`src/rtl/decade_chain_ctrl.sv`:
```
// decade_chain_ctrl: run/stop/preset sequencer for a chain of BCD decade stages.
// Optional macro DECADE_PRESCALE_EN: gate count steps with a PRESCALE-cycle tick.
//
// Ports:
//   clk, rst_n           clock, async active-low reset
//   start, halt, clr     front-panel controls (priority clr > load > halt > start)
//   load, load_bcd       preset load (ignored in RUN), digit 0 in [3:0]
//   target_bcd           stop value compared after each step
//   up                   count direction, sampled every step
//   bcd                  current count
//   tc, ovf              one-cycle pulses: target hit, full-chain wrap
//   busy, state          RUN indicator, FSM state (IDLE/RUN/PAUSE/DONE)
module decade_chain_ctrl #(
    parameter int DIGITS   = 2,
    parameter int PRESCALE = 10
) (
    input  logic                clk,
    input  logic                rst_n,
    input  logic                start,
    input  logic                halt,
    input  logic                clr,
    input  logic                load,
    input  logic [4*DIGITS-1:0] load_bcd,
    input  logic [4*DIGITS-1:0] target_bcd,
    input  logic                up,
    output logic [4*DIGITS-1:0] bcd,
    output logic                tc,
    output logic                ovf,
    output logic                busy,
    output logic [1:0]          state
);

    typedef enum logic [1:0] {
        S_IDLE  = 2'b00,
        S_RUN   = 2'b01,
        S_PAUSE = 2'b10,
        S_DONE  = 2'b11
    } state_e;

    state_e              state_q, state_d;
    logic [4*DIGITS-1:0] bcd_q, bcd_d;
    logic                tc_q, tc_d;
    logic                ovf_q, ovf_d;

    logic [4*DIGITS-1:0] step_val;
    logic [4*DIGITS-1:0] load_val;
    logic                chain;
    logic                step_wrap;
    logic                step_en;

    logic do_clr, do_load, do_halt, do_start, do_run;

    // Decoded per-cycle action; the terms are mutually exclusive.
    assign do_clr   = clr;
    assign do_load  = !clr && load && (state_q != S_RUN);
    assign do_halt  = !clr && halt && (state_q == S_RUN);
    assign do_start = !clr && !do_load && start && (state_q != S_RUN);
    assign do_run   = !clr && !halt && (state_q == S_RUN);

    // Ripple carry/borrow: a digit moves only while every lower digit wrapped.
    always_comb begin
        chain    = 1'b1;
        step_val = bcd_q;
        for (int k = 0; k < DIGITS; k++) begin
            if (chain) begin
                if (up) begin
                    if (bcd_q[4*k+:4] == 4'd9) begin
                        step_val[4*k+:4] = 4'd0;
                    end else begin
                        step_val[4*k+:4] = bcd_q[4*k+:4] + 4'd1;
                        chain = 1'b0;
                    end
                end else begin
                    if (bcd_q[4*k+:4] == 4'd0) begin
                        step_val[4*k+:4] = 4'd9;
                    end else begin
                        step_val[4*k+:4] = bcd_q[4*k+:4] - 4'd1;
                        chain = 1'b0;
                    end
                end
            end
        end
        step_wrap = chain;
    end

    // Non-BCD preset digits are stored as zero.
    always_comb begin
        load_val = '0;
        for (int k = 0; k < DIGITS; k++) begin
            if (load_bcd[4*k+:4] <= 4'd9) begin
                load_val[4*k+:4] = load_bcd[4*k+:4];
            end
        end
    end

`ifdef DECADE_PRESCALE_EN
    localparam int TW = (PRESCALE > 1) ? $clog2(PRESCALE) : 1;

    logic [TW-1:0] tick_q, tick_d;

    assign step_en = (tick_q == TW'(PRESCALE - 1));

    // Resuming from PAUSE keeps the partial tick count.
    always_comb begin
        tick_d = tick_q;
        if (do_clr || do_load ||
            (do_start && state_q != S_PAUSE)) begin
            tick_d = '0;
        end else if (do_run) begin
            tick_d = step_en ? '0 : tick_q + 1'b1;
        end
    end

    always_ff @(posedge clk or negedge rst_n) begin
        if (!rst_n) begin
            tick_q <= '0;
        end else begin
            tick_q <= tick_d;
        end
    end
`else
    logic unused_prescale;

    assign unused_prescale = (PRESCALE != 0);
    assign step_en         = 1'b1;
`endif

    always_comb begin
        state_d = state_q;
        bcd_d   = bcd_q;
        tc_d    = 1'b0;
        ovf_d   = 1'b0;
        unique case (1'b1)
            do_clr: begin
                bcd_d   = '0;
                state_d = S_IDLE;
            end
            do_load: begin
                bcd_d = load_val;
                if (state_q == S_DONE) begin
                    state_d = S_IDLE;
                end
            end
            do_halt: begin
                state_d = S_PAUSE;
            end
            do_start: begin
                state_d = S_RUN;
            end
            do_run: begin
                if (step_en) begin
                    bcd_d = step_val;
                    ovf_d = step_wrap;
                    // Invalid target digits can never equal a BCD result.
                    if (step_val == target_bcd) begin
                        state_d = S_DONE;
                        tc_d    = 1'b1;
                    end
                end
            end
            default: begin
            end
        endcase
    end

    always_ff @(posedge clk or negedge rst_n) begin
        if (!rst_n) begin
            state_q <= S_IDLE;
            bcd_q   <= '0;
            tc_q    <= 1'b0;
            ovf_q   <= 1'b0;
        end else begin
            state_q <= state_d;
            bcd_q   <= bcd_d;
            tc_q    <= tc_d;
            ovf_q   <= ovf_d;
        end
    end

    assign bcd   = bcd_q;
    assign tc    = tc_q;
    assign ovf   = ovf_q;
    assign busy  = (state_q == S_RUN);
    assign state = state_q;

endmodule

```
`config.mk`:
```
export PLATFORM = sky130hd
export DESIGN_NAME = decade_chain_ctrl
export DESIGN_NICKNAME = d
export VERILOG_FILES = /design/src/rtl/decade_chain_ctrl.sv
export SDC_FILE = /design/constraint.sdc
export NUM_CORES = 1
export LEC_CHECK = 0
export ABC_CLOCK_PERIOD_IN_PS = 2400
export CORE_UTILIZATION = 40
export CTS_BUF_LIST = sky130_fd_sc_hd__clkbuf_2
export CTS_CLUSTER_DIAMETER = 80
export DETAILED_ROUTE_END_ITERATION = 6
export PLACE_DENSITY = 0.77
export SYNTH_ARGS = -nofsm -noshare
export SYNTH_HDL_FRONTEND = slang
export SYNTH_SLANG_ARGS = --single-unit
```
`constraint.sdc`:
```
create_clock -name clk -period 2.4 [get_ports clk]
set_input_delay 0.36 -clock clk [delete_from_list [all_inputs] [get_ports clk]]
set_output_delay 0.36 -clock clk [all_outputs]
set_load 0.005 [all_outputs]
```
==> impl_metrics.py <==
metrics = {
    "timing": {
        "period_share_pct": 93.0,
        "fin_crit_ns": 2.23,
        "fin_skew_ns": 0.00179,
        "setup_violations": 0,
        "finalHoldViolations": 0,
        "fin_ws_ns": 0.168,
        "relSlewSlack_pct": 64.1,
        "worst_pin_slew_ns": 0.537,
        "drv_slew": 0,
        "max_clock_freq_mhz": 448,
        "rsz0062_at_grt": "false",
        "setup_tns_ns": 0,
    },
    "flow_run": {
        "cap_viol_max_count": 0,
    },
    "setup_path": {
        "path_max_fanout": 8,
        "worstSetupPathType": "register to register",
        "path_cells": "inv_1, ha_2, nor4b_2, or2_1, a21oi_2, a2111oi_4, nand4_2, nor4b_2",
        "required_ns": 2.57,
        "max_stage_delay_ns": 0.48,
        "slowest_stage": "dfrtp_2",
        "end_kind": "register",
        "cp_common_cell": "nor4b_2",
        "worst_setup_path_start_kind": "register",
        "cp_data_arrival_time_ns": 2.40,
    },
    "floorplan": {
        "coreArea_mm2": 0.00310,
        "die_w_um": 59.6,
        "ioPinCount": 36,
        "dieArea_mm2": 0.00355,
        "initial_utilization_pct": 42.8,
        "std_cell_rows": 20,
        "die_y_um": 59.6,
    },
    "cells_and_area": {
        "drive_gt1_share_pct": 19.3,
        "fin_nets": 229,
        "antenna_cells": 0,
        "area_growth_pct": 36.0,
        "fill_cells": 299,
    },
    "synthesis": {
        "synth-main-ff-cell": "dfrtp_1",
        "synth_common_cells": "15 x nand2_1, 12 x dfrtp_1, 11 x nor2_1, 9 x o21ai_0, 8 x inv_1",
        "synth_top_family_by_area": "compound AO/OA/AOI/OAI gates",
        "avgSynthCellArea_um2": 8.79,
        "synth-seq-cells": 12,
        "syn-cell-area_mm2": 0.00133,
        "synth_fp_nets": 181,
        "synthSimpleGateAreaFrac_pct": 25.3,
        "post-synth-top-area-cell": "dfrtp_1",
        "synth_xor_area_share_pct": 5.28,
        "synth_adder_area_share_pct": 6.60,
        "synthMuxAreaShare_pct": 3.20,
        "ys_async_sr_fraction_pct": 100,
        "synth-compound-area-share_pct": 30.6,
        "synth_cell_types": 56,
        "synth_edf_count": 0,
        "yosysMostFrequentCell": "nand2_1",
        "ys_seq_area_share_pct": 22.6,
        "netlist_instances": 151,
        "yosys_warnings": 0,
        "synth_area_leaders": "dfrtp_1 23%, ha_1 6.6%, nand2_1 4.2%, o21ai_0 3.4%, nor2_1 3.1%",
        "synth_top_area_share_pct": 22.6,
    },
    "routing": {
        "via_per_inst": 5.67,
        "wl_per_cell_um": 15.2,
        "dr_total_vias": 1367,
        "ant_nets": 0,
        "drt-total-wl_mm": 3.67,
        "drc": 0,
        "dr.pass1.iters": 4,
        "detailedRoute.firstIterationViolations": 108,
    },
    "clock_tree": {
        "clockBufferDepth": 2,
        "cts_root_buffer": "clkbuf_2",
        "tritoncts": "done",
        "cts_buffers": 3,
        "clkLatencyLatePin_ns": 0.26,
        "cts.htree.levels": 1,
        "ctsHoldBuffers": 0,
        "clock-sinks": 12,
        "ctsResizeCount": 0,
        "clkTransAtPathRegs_ns": 0.12,
        "cts_setup_buffers": 0,
    },
    "global_routing": {
        "grt_pass1_vias": 1313,
        "grtUsageTotal_pct": 21.8,
        "grt_pass1_wl_mm": 5.93,
        "antenna_found_initial": 0,
        "gr-total-overflow": 0,
        "grt_max_degree": 15,
    },
    "placed_design": {
        "gp_congestion": 0.830,
        "io_buffers": 35,
        "dpl.hpwl_mm": 2.91,
        "post-place-ws_ns": -0.0234,
    },
    "pwr": {
        "peakVddDrop_v": 0.000230,
        "power_density_mw_per_mm2": 350,
        "p_leak_nw": 0.747,
    },
    "status": {
        "outcome": "finished, final reports clean",
    },
    "min_path": {
        "hp-class": "input port to async pin",
    },
}
worst paths after layout:
check / slack [ns] / to / cells past startpoint / startpoint
min in group clk: 0.68 / bcd[1] / 3 / bcd[1]
hold reg to reg: 0.68 / bcd[1] / 3 / bcd[1]
setup reg to reg: 0.17 / tc / 8 / bcd[0]
hold / removal: 0.44 / bcd[6] / 1 / rst_n
setup / recovery: 0.17 / tc / 8 / bcd[0]
max in group asynchronous: 1.58 / bcd[0] / 1 / rst_n
kinds of logic after synthesis:
group	count (synthesis)
AND/OR/NAND/NOR	56
AO/OA/AOI/OAI	50
buffers and inverters	15
flip-flops	12
XOR/XNOR	8
adder cells (fa/ha/maj)	7
multiplexers	3
cell type report:
| cell class | count | area [µm²] | area share [%] |
|---|---|---|---|
| clock buffers | 3 | 15.0 | 0.832 |
| inverters | 9 | 33.8 | 1.87 |
| multi-input cells | 124 | 945 | 52.3 |
| flip-flops and latches | 12 | 302 | 16.7 |
| well taps | 44 | 55.1 | 3.05 |
| repair buffers | 49 | 455 | 25.2 |
registers in the layout, indices dropped and copies added, names as in the netlist:
signal and count:
bcd 8, state 2, ovf 1, tc 1
per-stage QoR:
| stage | hold slack, ns | instances | utilization [%] | power [W] | cell area (µm²) |
|---|---|---|---|---|---|
| 6_report | 0.438 | 241 | 58.2 | 0.000631 | 1810 |
| 5_1_grt | 0.454 | 241 | 58.2 | 0.000666 | 1810 |
| 4_1_cts | 0.456 | 241 | 58.1 | 0.000628 | 1800 |
| 3_5_place_dp | 0.648 | 238 | 57.6 | 0.000530 | 1790 |
| 3_3_place_gp | 0.633 | 238 | 57.6 | 0.000521 | 1790 |
| 2_1_floorplan | 0.0644 | 151 | - | 0.000402 | 1330 |
cells in the final DEF, fill, tap and decap left out, types with 5 or more instances in the layout:
cell and count:
inv_1 8, a21oi_1 5, ha_1 6, nand2_1 15, clkdlybuf4s50_1 35, buf_4 14
o21ai_0 9, dfrtp_1 11, nor2_1 11
metal layers:
metal,global-route usage [%],routed length [µm]
met3,2.62,202
met5,0,0
met4,4.32,19
met1,31.2,1690
met2,35.5,1760
critical path: cells and delay by family, from the launching register on:
kind	cells	cell delay (ns)
fa+ha+maj	1	0.25
simple gates	4	0.89
compound gates	2	0.41
flops	1	0.48
buf+inv	1	0.13
power by group:
part | switching (W) | internal [W] | total, W
combinational | 0.000142 | 0.000155 | 0.000297
clock | 0.0000649 | 0.0000341 | 0.0000990
sequential | 0.0000238 | 0.000212 | 0.000235
total | 0.000231 | 0.000401 | 0.000631
Power figures use the tool's default switching activity.
